**config.mk**
```make
export PLATFORM = sky130hd
export DESIGN_NAME = seg7_paged_display
export DESIGN_NICKNAME = d
export VERILOG_FILES = /design/src/rtl/seg7_paged_display.sv
export SDC_FILE = /design/constraint.sdc
export NUM_CORES = 1
export LEC_CHECK = 0
export ABC_AREA = 1
export CAP_MARGIN = 25
export CELL_PAD_IN_SITES_DETAIL_PLACEMENT = 1
export CELL_PAD_IN_SITES_GLOBAL_PLACEMENT = 2
export CORE_MARGIN = 4
export CORE_UTILIZATION = 32
export CTS_BUF_LIST = sky130_fd_sc_hd__clkbuf_16
export DETAILED_ROUTE_END_ITERATION = 12
export PLACE_DENSITY = 0.83
export REMOVE_ABC_BUFFERS = 1
export SLEW_MARGIN = 20
export SYNTH_ARGS = -nofsm -noshare
export SYNTH_HDL_FRONTEND = slang
export SYNTH_SLANG_ARGS = --single-unit
```
**constraint.sdc**
```tcl
create_clock -name CLOCK_50 -period 9.2 [get_ports CLOCK_50]
set_input_delay 1.84 -clock CLOCK_50 [delete_from_list [all_inputs] [get_ports CLOCK_50]]
set_output_delay 1.84 -clock CLOCK_50 [all_outputs]
set_load 0.03 [all_outputs]
```
**src/rtl/seg7_paged_display.sv**
```systemverilog
// Paged seven-segment driver: alternates a time page and a date page in run
// mode, holds one page with blinking digits in edit mode.
module seg7_paged_display #(
    parameter int NUM_DIGITS   = 8,
    parameter int PAGE_CYCLES  = 100_000_000,
    parameter int BLINK_CYCLES = 12_500_000,
    parameter bit ACTIVE_LOW   = 1'b1
) (
    input  logic                      CLOCK_50,
    input  logic                      reset,
    input  logic [4*NUM_DIGITS-1:0]   page0_bcd,
    input  logic [4*NUM_DIGITS-1:0]   page1_bcd,
    input  logic                      edit,
    input  logic                      edit_page,
    input  logic [NUM_DIGITS-1:0]     blink_mask,
    output logic [7*NUM_DIGITS-1:0]   hex_out,
    output logic [1:0]                page_led,
    output logic                      page_now
);

    localparam int PW = (PAGE_CYCLES > 1) ? $clog2(PAGE_CYCLES) : 1;
    localparam int BW = (BLINK_CYCLES > 1) ? $clog2(BLINK_CYCLES) : 1;

    localparam logic [PW-1:0] PAGE_LAST  = PW'(PAGE_CYCLES - 1);
    localparam logic [BW-1:0] BLINK_LAST = BW'(BLINK_CYCLES - 1);

    localparam logic [6:0] POL  = ACTIVE_LOW ? 7'h00 : 7'h7F;
    localparam logic [6:0] DARK = 7'h7F ^ POL;

    logic [PW-1:0] page_cnt;
    logic [PW-1:0] page_cnt_nxt;
    logic [BW-1:0] blink_cnt;
    logic [BW-1:0] blink_cnt_nxt;
    logic          blink_on;
    logic          blink_nxt;
    logic          page_nxt;
    logic          edit_q;
    logic [1:0]    led_nxt;
    logic [7*NUM_DIGITS-1:0] hex_nxt;

    function automatic logic [6:0] seg_al(input logic [3:0] d);
        logic [6:0] s;
        case (d)
            4'd0:    s = 7'b0000001;
            4'd1:    s = 7'b1001111;
            4'd2:    s = 7'b0010010;
            4'd3:    s = 7'b0000110;
            4'd4:    s = 7'b1001100;
            4'd5:    s = 7'b0100100;
            4'd6:    s = 7'b0100000;
            4'd7:    s = 7'b0001111;
            4'd8:    s = 7'b0000000;
            4'd9:    s = 7'b0000100;
            default: s = 7'b1111110;
        endcase
        return s;
    endfunction

    // Outputs are decoded from next state so page, LEDs and digits
    // all change on the same edge.
    always_comb begin
        page_cnt_nxt  = page_cnt;
        page_nxt      = page_now;
        blink_cnt_nxt = blink_cnt;
        blink_nxt     = blink_on;
        if (edit) begin
            page_cnt_nxt = '0;
            page_nxt     = edit_page;
            if (!edit_q) begin
                blink_cnt_nxt = '0;
                blink_nxt     = 1'b1;
            end else if (blink_cnt == BLINK_LAST) begin
                blink_cnt_nxt = '0;
                blink_nxt     = ~blink_on;
            end else begin
                blink_cnt_nxt = blink_cnt + 1'b1;
            end
        end else begin
            blink_cnt_nxt = '0;
            blink_nxt     = 1'b1;
            if (edit_q) begin
                page_cnt_nxt = '0;
            end else if (page_cnt == PAGE_LAST) begin
                page_cnt_nxt = '0;
                page_nxt     = ~page_now;
            end else begin
                page_cnt_nxt = page_cnt + 1'b1;
            end
        end
    end

    always_comb begin
        led_nxt = 2'b00;
        if (edit) begin
            led_nxt[edit_page] = blink_nxt;
        end else begin
            led_nxt[page_nxt] = 1'b1;
        end
    end

    for (genvar i = 0; i < NUM_DIGITS; i++) begin : g_dig
        logic [3:0] bcd;
        logic       dark;
        assign bcd  = page_nxt ? page1_bcd[4*i +: 4]
                               : page0_bcd[4*i +: 4];
        assign dark = edit && blink_mask[i] && !blink_nxt;
        assign hex_nxt[7*i +: 7] = dark ? DARK : (seg_al(bcd) ^ POL);
    end

    always_ff @(posedge CLOCK_50 or posedge reset) begin
        if (reset) begin
            page_cnt  <= '0;
            blink_cnt <= '0;
            page_now  <= 1'b0;
            blink_on  <= 1'b1;
            edit_q    <= 1'b0;
            hex_out   <= {NUM_DIGITS{DARK}};
            page_led  <= 2'b00;
        end else begin
            page_cnt  <= page_cnt_nxt;
            blink_cnt <= blink_cnt_nxt;
            page_now  <= page_nxt;
            blink_on  <= blink_nxt;
            edit_q    <= edit;
            hex_out   <= hex_nxt;
            page_led  <= led_nxt;
        end
    end

endmodule

```
==> flow_summary.toml, run 1 <==
[drt]
wl_per_cell_um = 15.3
drc = 0
postRouteAntennaNets = 0
drtPass1Iterations = 4
drt_iter0_markers = 192
routed_via_density = 4.80
vias = 6475
drt_wl_total_um = 20600

[synthesis]
synthAdderAreaFrac_pct = 7.39
synth_area_mm2 = 0.00711
synth_compound_area_share_pct = 5.94
synth-seq-area-share_pct = 40.4
muxShareOfSynthArea_pct = 0
synth_top_cell_area_share_pct = 21.1
yosysUniqueCellTypes = 35
ys.flop_type = "dfstp_2"
synth-seq-cells = 112
synth_xor_area_share_pct = 1.23
synth_edf_count = 0
yosys-top-cells-area = "dfstp_2, dfrtp_1, nand3_1"
synthTopCellsByCount = "nand2_1, nand3_1, inv_1, nor2_1, dfstp_2"
netlist_instances = 938
synth_area_leader_cell = "dfstp_2"
yosysMostFrequentCell = "nand2_1"
async_flop_share_pct = 100
synthSimpleGateAreaFrac_pct = 34.8
synth_top_family_by_area = "simple AND/OR/NAND/NOR gates"
avgSynthCellArea_um2 = 7.58
yosys_warnings = 0

[grt]
grt_max_degree = 79
grt_overflow = 0
grt_usage_pct = 16.9
grt_pass1_vias = 6763
antenna_found_initial = 2
grt_pass1_wl_um = 33900

[clock_network]
clkLatencyLatePin_ns = 0.36
cts_root_buffer = "clkbuf_16"
clkTransAtPathRegs_ns = 0.08
cts_resized = 0
cts_tree = "done"
cts_made_buffers = 9
clk_path_buf_depth = 2
cts_setup_buffers = 0
cts_sinks = 112
htree_levels = 3
ctsHoldBuffers = 0

[finish]
area_growth_pct = 26.4
utilization_pct = 41.2
seq_area_mm2 = 0.00287
n_antenna_cell = 0
fillers = 2710
final_layout_size_suffix_gt1_share_pct = 10.5
final_nets = 1181
multi_input_area_mm2 = 0.00351

[sta]
finalCriticalPeriod_ns = 5.26
slew_viol_final = 0
final.setup_skew_ns = 0.00754
fmax_ghz = 0.190
tns_ns = 0
finalHoldViolCount = 0
rsz0062_at_grt = "no"
setup_viol = 0
worst_pin_slew_ns = 0.984
max_slew_margin_pct = 34.4
setup_ws_ns = 3.94
post-route-period-util_pct = 57.1

[worst_setup_path]
reg2reg_depth = 17
cp-end-kind = "flop"
worst_ep_arrival_time_ns = 5.54
crit_type = "in2reg"
critPathMaxFanout = 49
worstSetupStartpointType = "primary input"
cp_slowest_stage_delay_ns = 0.79
cp_slowest_cell = "or2_2"
critical_path.cell_chain = "clkdlybuf4s50_1 > inv_1 > or2_2 > nand2_2 > buf_4 > nand2_1 > nand2_1 > ha_1 > inv_1 > nand3_1 > nand3_1 > nand3_1"
cp_common_cell = "nand3_1"
cp.required_ns = 9.48

[power]
p_total_mw = 1.39
p_leak_nw = 4.19
ir_drop_mv = 0.0658
power.density_mw_per_mm2 = 155

[floorplanning]
start_util_pct = 32.6
rows = 54
die_w_um = 157
die_area_mm2 = 0.0247
die_y_um = 157
ioPinCount = 135
core-area_mm2 = 0.0218

[job]
drv_cap = 0

[worst_hold_path]
min_path_type = "reg2reg"
hold_path_depth = 1

[placed_design]
gp_congestion = 0.782
dp_hpwl_um = 15800
io_buffers = 134
place_ws_ns = 3.58

[outcome]
outcome = "complete, no violations"
-- kinds of logic after synthesis --
kind of cell / count (synthesis)
xor gates and xnor gates: 10
and+or+nand+nor: 531
buffers and inverters: 179
AOI/OAI and AO/OA: 64
DFF: 112
adders and majority gates: 42
-- path summary, 6_finish.rpt --
check                                  startpoint                endpoint  slack [ns]
setup / recovery                             edit    hex_out[3]$_DFF_PP1_        3.94
setup reg to reg            page_cnt[0]$_DFF_PP0_    hex_out[3]$_DFF_PP1_        5.33
hold / removal             blink_cnt[0]$_DFF_PP0_  blink_cnt[0]$_DFF_PP0_        0.46
min in group asynchronous                   reset  page_cnt[26]$_DFF_PP0_        1.84
hold reg to reg            blink_cnt[0]$_DFF_PP0_  blink_cnt[0]$_DFF_PP0_        0.46
max in group asynchronous                   reset  blink_cnt[0]$_DFF_PP0_        6.28
-- power by group --
| group | internal, mW | switching, mW |
|---|---|---|
| registers | 0.564 | 0.0165 |
| logic | 0.160 | 0.251 |
| clock network | 0.204 | 0.197 |
-- final cells by class --
class | count | area share (%)
Inverter | 156 | 6.54
Clock buffer | 10 | 2.78
Timing Repair Buffer | 137 | 15.2
Clock inverter | 6 | 0.529
Sequential cell | 112 | 32.0
Tap cell | 280 | 3.90
Multi-Input combinational cell | 647 | 39.1
-- cells in the final DEF, fill, tap and decap left out, drive strengths merged --
| cell | instances |
|---|---|
| xor2 | 8 |
| nand2 | 210 |
| a211oi | 6 |
| dfrtp | 55 |
| clkinvlp | 1 |
| xnor2 | 2 |
| a31oi | 6 |
| clkinv | 2 |
| or2 | 1 |
| nor2 | 65 |
| clkbuf | 10 |
| and3 | 1 |
| buf | 3 |
| a21oi | 30 |
| nor3b | 5 |
| o21a | 5 |
| clkdlybuf4s50 | 134 |
| inv | 159 |
| nand3 | 190 |
| ha | 42 |
| o21ai | 17 |
| nand3b | 17 |
| nand4 | 11 |
| dfstp | 57 |
| nor4 | 7 |
| nor3 | 24 |
-- critical path, delay by kind of cell --
kind,cells,cell delay (ns)
fa+ha+maj,1,0.33
buf+inv,4,1.31
simple gates,7,2.05
-- per-stage QoR --
stage	hold slack, ns	instance area [µm²]	std cells
finish	0.455	8990	1348
global route	0.484	8990	1348
CTS	0.461	8990	1348
detailed placement	0.450	8690	1332
global placement	0.450	8690	1332
floorplan	0.425	6970	915
-- state kept, by name, indices dropped and copies added, names as in the netlist --
register,count
blink_cnt,24
blink_on,1
edit_q,1
hex_out,56
page_cnt,27
page_led,2
page_now,1
-- metal layers --
metal	wire length [µm]	vias up	track usage, %
met5	21	-	0
met4	222	4	3.89
met3	898	19	3.33
met2	9700	93	28.0
met1	9770	3092	23.0
li1	-	3267	-
(Power assumes the default switching activity.)
==> run 2: changes to the inputs <==
--- a/config.mk
+++ b/config.mk
@@ -10,10 +10,10 @@
 export CELL_PAD_IN_SITES_DETAIL_PLACEMENT = 1
 export CELL_PAD_IN_SITES_GLOBAL_PLACEMENT = 2
 export CORE_MARGIN = 4
-export CORE_UTILIZATION = 32
+export CORE_UTILIZATION = 27
 export CTS_BUF_LIST = sky130_fd_sc_hd__clkbuf_16
 export DETAILED_ROUTE_END_ITERATION = 12
-export PLACE_DENSITY = 0.83
+export PLACE_DENSITY = 0.75
 export REMOVE_ABC_BUFFERS = 1
 export SLEW_MARGIN = 20
 export SYNTH_ARGS = -nofsm -noshare
==> constraint.sdc (replaced) <==
create_clock -name CLOCK_50 -period 4.25 [get_ports CLOCK_50]
set_input_delay 0.85 -clock CLOCK_50 [delete_from_list [all_inputs] [get_ports CLOCK_50]]
set_output_delay 0.85 -clock CLOCK_50 [all_outputs]
set_load 0.03 [all_outputs]
==> run 2 against run 1 <==
Effect of this change:
- cell area increased by 0.93%
- hold slack gained 0.0070 ns
- critical path depth grew 1
- flip-flop and latch count stayed put
- utilization fell by 6.3 points
- first-iteration DRC count increased by 18%
- sequential power rose by 120%
- critical path type unchanged
==> flow_summary.toml, run 2 (same netlist as run 1, synthesis figures left out) <==
[drt]
drtPass1Iterations = 4
vias = 6423
routed_via_density = 4.55
postRouteAntennaNets = 0
drt_wl_total_um = 21000
drt_iter0_markers = 227
wl_per_cell_um = 14.9
drc = 0

[worst_setup_path]
r2r-end = "hex_out[45]$_DFF_PP1_"
reg2reg_depth = 16
worst_ep_arrival_time_ns = 3.35
cp_slowest_stage_delay_ns = 0.62
r2r_setup_slack_ns = 1.37
cp.required_ns = 4.53
worstSetupStartpointType = "primary input"
worstReg2RegStart = "page_cnt[0]$_DFF_PP0_"
crit_type = "in2reg"
critical_path.cell_chain = "clkdlybuf4s50_1 > inv_1 > or2_2 > nand2_4 > buf_4 > nand2_1 > nand2_1 > inv_1 > ha_1 > inv_1 > nand3_1 > nand3_1 > nand3_1"
cp-end-kind = "flop"
critPathMaxFanout = 29
cp_slowest_cell = "clkdlybuf4s50_1"

[clock_network]
clkTransAtPathRegs_ns = 0.07
cts_root_buffer = "clkbuf_16"
cts_made_buffers = 9
htree_levels = 3
clkLatencyLatePin_ns = 0.36
cts_tree = "done"
cts_resized = 0
cts_sinks = 112
cts_setup_buffers = 0
ctsHoldBuffers = 0
clk_path_buf_depth = 2

[sta]
setup_viol = 0
rsz0062_at_grt = "no"
fmax_ghz = 0.325
finalCriticalPeriod_ns = 3.08
finalHoldViolCount = 0
post-route-period-util_pct = 72.4
max_slew_margin_pct = 51.3
worst_pin_slew_ns = 0.730
tns_ns = 0
slew_viol_final = 0
final.setup_skew_ns = 0.0101

[power]
ir_drop_mv = 0.142
p_total_mw = 2.94
power.density_mw_per_mm2 = 324
p_leak_nw = 4.23

[finish]
largest_register_ffs = 56
final_nets = 1189
fillers = 3201
area_growth_pct = 27.6
top_regs = "hex_out (56), page_cnt (27), blink_cnt (24)"
largest-register = "hex_out"
layout_commonest_cell = "nand2_1"
final_layout_size_suffix_gt1_share_pct = 10.7
final_area_mm2 = 0.00908
utilization_pct = 34.9
n_antenna_cell = 0
layout_common_cells = "nand2_1, nand3_1, inv_1"

[worst_hold_path]
min_path_type = "reg2reg"
hold_path_depth = 1
hold_path_end = "blink_cnt[0]$_DFF_PP0_"
hold_start = "blink_cnt[0]$_DFF_PP0_"

[placed_design]
io_buffers = 134
place_area_mm2 = 0.00882
gp_congestion = 0.794
dp_hpwl_um = 16300

[grt]
grt_usage_pct = 15.0
met3_usage_pct = 4.69
antenna_found_initial = 5
grt_max_degree = 57
grt_overflow = 0
grt_pass1_wl_um = 35100
grt_pass1_vias = 6860
use_met1_pct = 19.5
grt_most_used_layer = "met2"
grt.met2_usage_pct = 24.7

[floorplanning]
die_w_um = 170
die_area_mm2 = 0.0290
ioPinCount = 135
start_util_pct = 27.4
rows = 59
core-area_mm2 = 0.0260
die_y_um = 170

[outcome]
outcome = "complete, no violations"

[job]
drv_cap = 0
-- run 2: changes by cell type in the layout (fill, tap and decap cells not counted), sizes merged --
cell / delta
inv: +1
clkinv: +1
clkinvlp: -1
clkbuf: -1
buf: +8
-- run 2: metrics by stage --
step / hold WS (ns) / cells / setup slack (ns)
6_report: 0.462 / 1411 / 1.17
3_3_place_gp: 0.447 / 1395 / 0.874
4_1_cts: 0.463 / 1411 / 1.17
2_1_floorplan: 0.425 / 915 / 0.535
3_5_place_dp: 0.452 / 1395 / 0.790
5_1_grt: 0.480 / 1411 / 0.945
-- run 2: worst max path at each step --
stage | start | end | slack [ns] | cells after the start
global route | edit | hex_out[22]$_DFF_PP1_ | 0.94 | 13
floorplan | reset | blink_cnt[0]$_DFF_PP0_ | 0.54 | 1
global placement | edit | hex_out[22]$_DFF_PP1_ | 0.87 | 13
finish | edit | hex_out[24]$_DFF_PP1_ | 1.17 | 13
detailed placement | edit | hex_out[24]$_DFF_PP1_ | 0.79 | 13
CTS | edit | hex_out[24]$_DFF_PP1_ | 1.17 | 13
-- run 2: cell type report --
class | count | area (µm²) | area share [%]
inverters | 156 | 588 | 6.48
repair buffers | 145 | 1420 | 15.7
clock inverters | 7 | 31.3 | 0.345
multi-input cells | 647 | 3510 | 38.7
clock buffers | 9 | 225 | 2.48
well taps | 335 | 419 | 4.62
flip-flops and latches | 112 | 2870 | 31.7
-- run 2: metal layers --
layer	share of wire, %	vias to the layer above	routed length, µm
li1	-	3278	-
met1	47	3021	9910
met2	46	92	9740
met3	5.3	22	1110
met4	1.0	10	213
met5	0.27	-	56
-- run 2: worst max-delay path, delay by kind of cell --
family / cells / cell delay, ns
adders and majority gates: 1 / 0.20
buffers and inverters: 5 / 1.15
and+or+nand+nor: 7 / 1.11
-- run 2: report_power, final --
group / leakage (nW) / total [mW] / internal (mW) / switching (mW)
combinational: 2.73 / 0.901 / 0.353 / 0.548
sequential: 1.36 / 1.25 / 1.22 / 0.0340
clock: 0.141 / 0.787 / 0.389 / 0.398
==> run 3: changes to the inputs <==
--- a/config.mk
+++ b/config.mk
@@ -10,10 +10,10 @@
 export CELL_PAD_IN_SITES_DETAIL_PLACEMENT = 1
 export CELL_PAD_IN_SITES_GLOBAL_PLACEMENT = 2
 export CORE_MARGIN = 4
-export CORE_UTILIZATION = 27
+export CORE_UTILIZATION = 30
 export CTS_BUF_LIST = sky130_fd_sc_hd__clkbuf_16
 export DETAILED_ROUTE_END_ITERATION = 12
-export PLACE_DENSITY = 0.75
+export PLACE_DENSITY = 0.79
 export REMOVE_ABC_BUFFERS = 1
 export SLEW_MARGIN = 20
 export SYNTH_ARGS = -nofsm -noshare
==> constraint.sdc (replaced) <==
create_clock -name CLOCK_50 -period 3.05 [get_ports CLOCK_50]
set_input_delay 0.61 -clock CLOCK_50 [delete_from_list [all_inputs] [get_ports CLOCK_50]]
set_output_delay 0.61 -clock CLOCK_50 [all_outputs]
set_load 0.03 [all_outputs]
==> run 3 against run 2 <==
Effect of this change:
- flip-flop and latch count is the same
- first-iteration DRC count shrank 7.9%
- hold slack gained 0.0010 ns
- combinational power grew 41%
- via count grew 0.51%
- clock power grew 54%
- utilization grew 4.2 points
- wire length shrank 2.6%
- sequential power grew 40%
- sequential share of layout area shrank 0.26 points
- global-route usage grew 1.1 points
- die area shrank 9.5%
- largest cell class unchanged
- highest routed layer unchanged
==> flow_summary.toml, run 3 (same netlist as run 1, synthesis figures left out) <==
[power]
p_clk_share_pct = 28.6
p_leak_nw = 4.26
p_int_mw = 2.78
power.density_mw_per_mm2 = 461
seqPwrFrac_pct = 41.4
ir_drop_mv = 0.238
pwr-share-comb_pct = 30.0
p_sw_mw = 1.44
p_total_mw = 4.22
p_sw_share_pct = 34.2

[worst_setup_path]
cp-end-kind = "flop"
critPathMaxFanout = 19
reg2reg_depth = 18
cp_slowest_stage_delay_ns = 0.37
worstPathBufferInverterCount = 3
critPathTopFamily = "simple AND/OR/NAND/NOR gates"
critical_path.cell_chain = "ha_1 > nand2_1 > nor2_2 > nand2_2 > nor2_2 > nand3_1 > nand2_1 > nand3_2 > nand2_2 > buf_4 > nand2_1 > nand2_1 > inv_1 > ha_1 > inv_1 > nand3_1 > nand3_1 > nand3_1"
r2r_setup_slack_ns = 0.40
worst_ep_arrival_time_ns = 2.93
startpoint = "page_cnt[0]$_DFF_PP0_"
r2r-end = "hex_out[29]$_DFF_PP1_"
worstReg2RegStart = "page_cnt[0]$_DFF_PP0_"
worstSetupStartpointType = "flop"
cp_num_cells = 18
cp_slowest_cell = "dfrtp_1"
cp.required_ns = 3.33
crit_type = "reg2reg"
cp-endpoint = "hex_out[29]$_DFF_PP1_"

[sta]
post-route-period-util_pct = 86.9
final.setup_skew_ns = 0.0107
setup_viol = 0
worst_pin_slew_ns = 0.576
finalCriticalPeriod_ns = 2.65
hold_slack_ns = 0.463
setup_ws_ns = 0.401
finalHoldViolCount = 0
tns_ns = 0
max_slew_margin_pct = 61.5
rsz0062_at_grt = "no"
slew_viol_final = 0
fmax_ghz = 0.377

[clock_network]
cts_made_buffers = 9
htree_levels = 3
clkLatencyLatePin_ns = 0.37
ctsHoldBuffers = 0
clk_path_buf_depth = 2
cts_sinks = 112
cts_resized = 0
clkTransAtPathRegs_ns = 0.08
cts_root_buffer = "clkbuf_16"
cts_tree = "done"
cts_setup_buffers = 0

[finish]
largest_register_ffs = 56
seq_area_mm2 = 0.00287
instances_no_fill = 1399
final_layout_size_suffix_gt1_share_pct = 11.4
fillers = 2891
multi_input_area_mm2 = 0.00351
top_regs = "hex_out (56), page_cnt (27), blink_cnt (24)"
final_nets = 1193
largest-register = "hex_out"
layout_common_cells = "nand2_1, nand3_1, inv_1"
n_antenna_cell = 0
layout_commonest_cell = "nand2_1"
area_growth_pct = 28.6

[drt]
drt_wl_total_um = 20500
routed_via_density = 4.61
drt_iter0_markers = 209
wl_per_cell_um = 14.6
vias = 6456
postRouteAntennaNets = 0
drc = 0
drtPass1Iterations = 4

[placed_design]
dp_hpwl_um = 16200
gp_congestion = 0.822
place_ws_ns = 0.153
placed_cells = 1383
io_buffers = 134

[floorplanning]
core-area_mm2 = 0.0234
start_util_pct = 30.4
die_y_um = 162
rows = 56
ioPinCount = 135
die_w_um = 162
die_area_mm2 = 0.0262

[grt]
grt_max_degree = 49
grt.met2_usage_pct = 26.0
grt_usage_pct = 16.1
antenna_found_initial = 1
grt_overflow = 0
use_met1_pct = 21.7
met3_usage_pct = 3.93
grt_most_used_layer = "met2"
grt_pass1_vias = 6738
grt_pass1_wl_um = 34600

[job]
drv_cap = 0

[worst_hold_path]
min_path_type = "reg2reg"
hold_start = "page_cnt[0]$_DFF_PP0_"

[outcome]
outcome = "complete, no violations"
==> run 3: cell types whose count changed in the layout (fill, tap and decap cells not counted), sizes merged <==
| cell | previous run | this run |
|---|---|---|
| buf | 11 | 15 |
| clkinvlp | 0 | 1 |
| inv | 160 | 159 |
==> run 3: worst min path at each step <==
stage          slack, ns  depth (start not counted)                      to
5_1_grt             0.49                          1  blink_cnt[0]$_DFF_PP0_
6_report            0.46                          1   page_cnt[0]$_DFF_PP0_
4_1_cts             0.47                          1   page_cnt[0]$_DFF_PP0_
3_3_place_gp        0.45                          1   page_cnt[0]$_DFF_PP0_
3_5_place_dp        0.45                          1   page_cnt[0]$_DFF_PP0_
2_1_floorplan       0.43                          1  blink_cnt[0]$_DFF_PP0_
==> run 3: per-layer routing <==
metal	up-vias	share of wire [%]	wire length, µm
li1	3295	-	-
met3	18	5.0	1020
met2	93	46	9320
met5	-	0.059	12
met1	3048	48	9860
met4	2	1.3	265
==> run 3: through the flow <==
step	utilization [%]	instance area, µm²
6_report	39.1	9150
5_1_grt	39.1	9150
4_1_cts	39.1	9150
3_5_place_dp	37.9	8860
3_3_place_gp	37.9	8860
2_1_floorplan	-	6970
==> run 3: cell type report <==
type | instances | share of cell area (%)
Sequential cell | 112 | 31.4
Inverter | 156 | 6.43
Timing Repair Buffer | 149 | 16.3
Tap cell | 319 | 4.36
Multi-Input combinational cell | 647 | 38.3
Clock inverter | 7 | 0.711
Clock buffer | 9 | 2.46
==> run 3: power groups by stage <==
stage	combinational [mW]	clock (mW)	sequential [mW]
detailed placement	1.28	0	1.78
CTS	1.29	1.25	1.75
global placement	1.27	0	1.78
global route	1.39	1.31	1.76
finish	1.27	1.21	1.75
floorplan	0.462	0	2.05
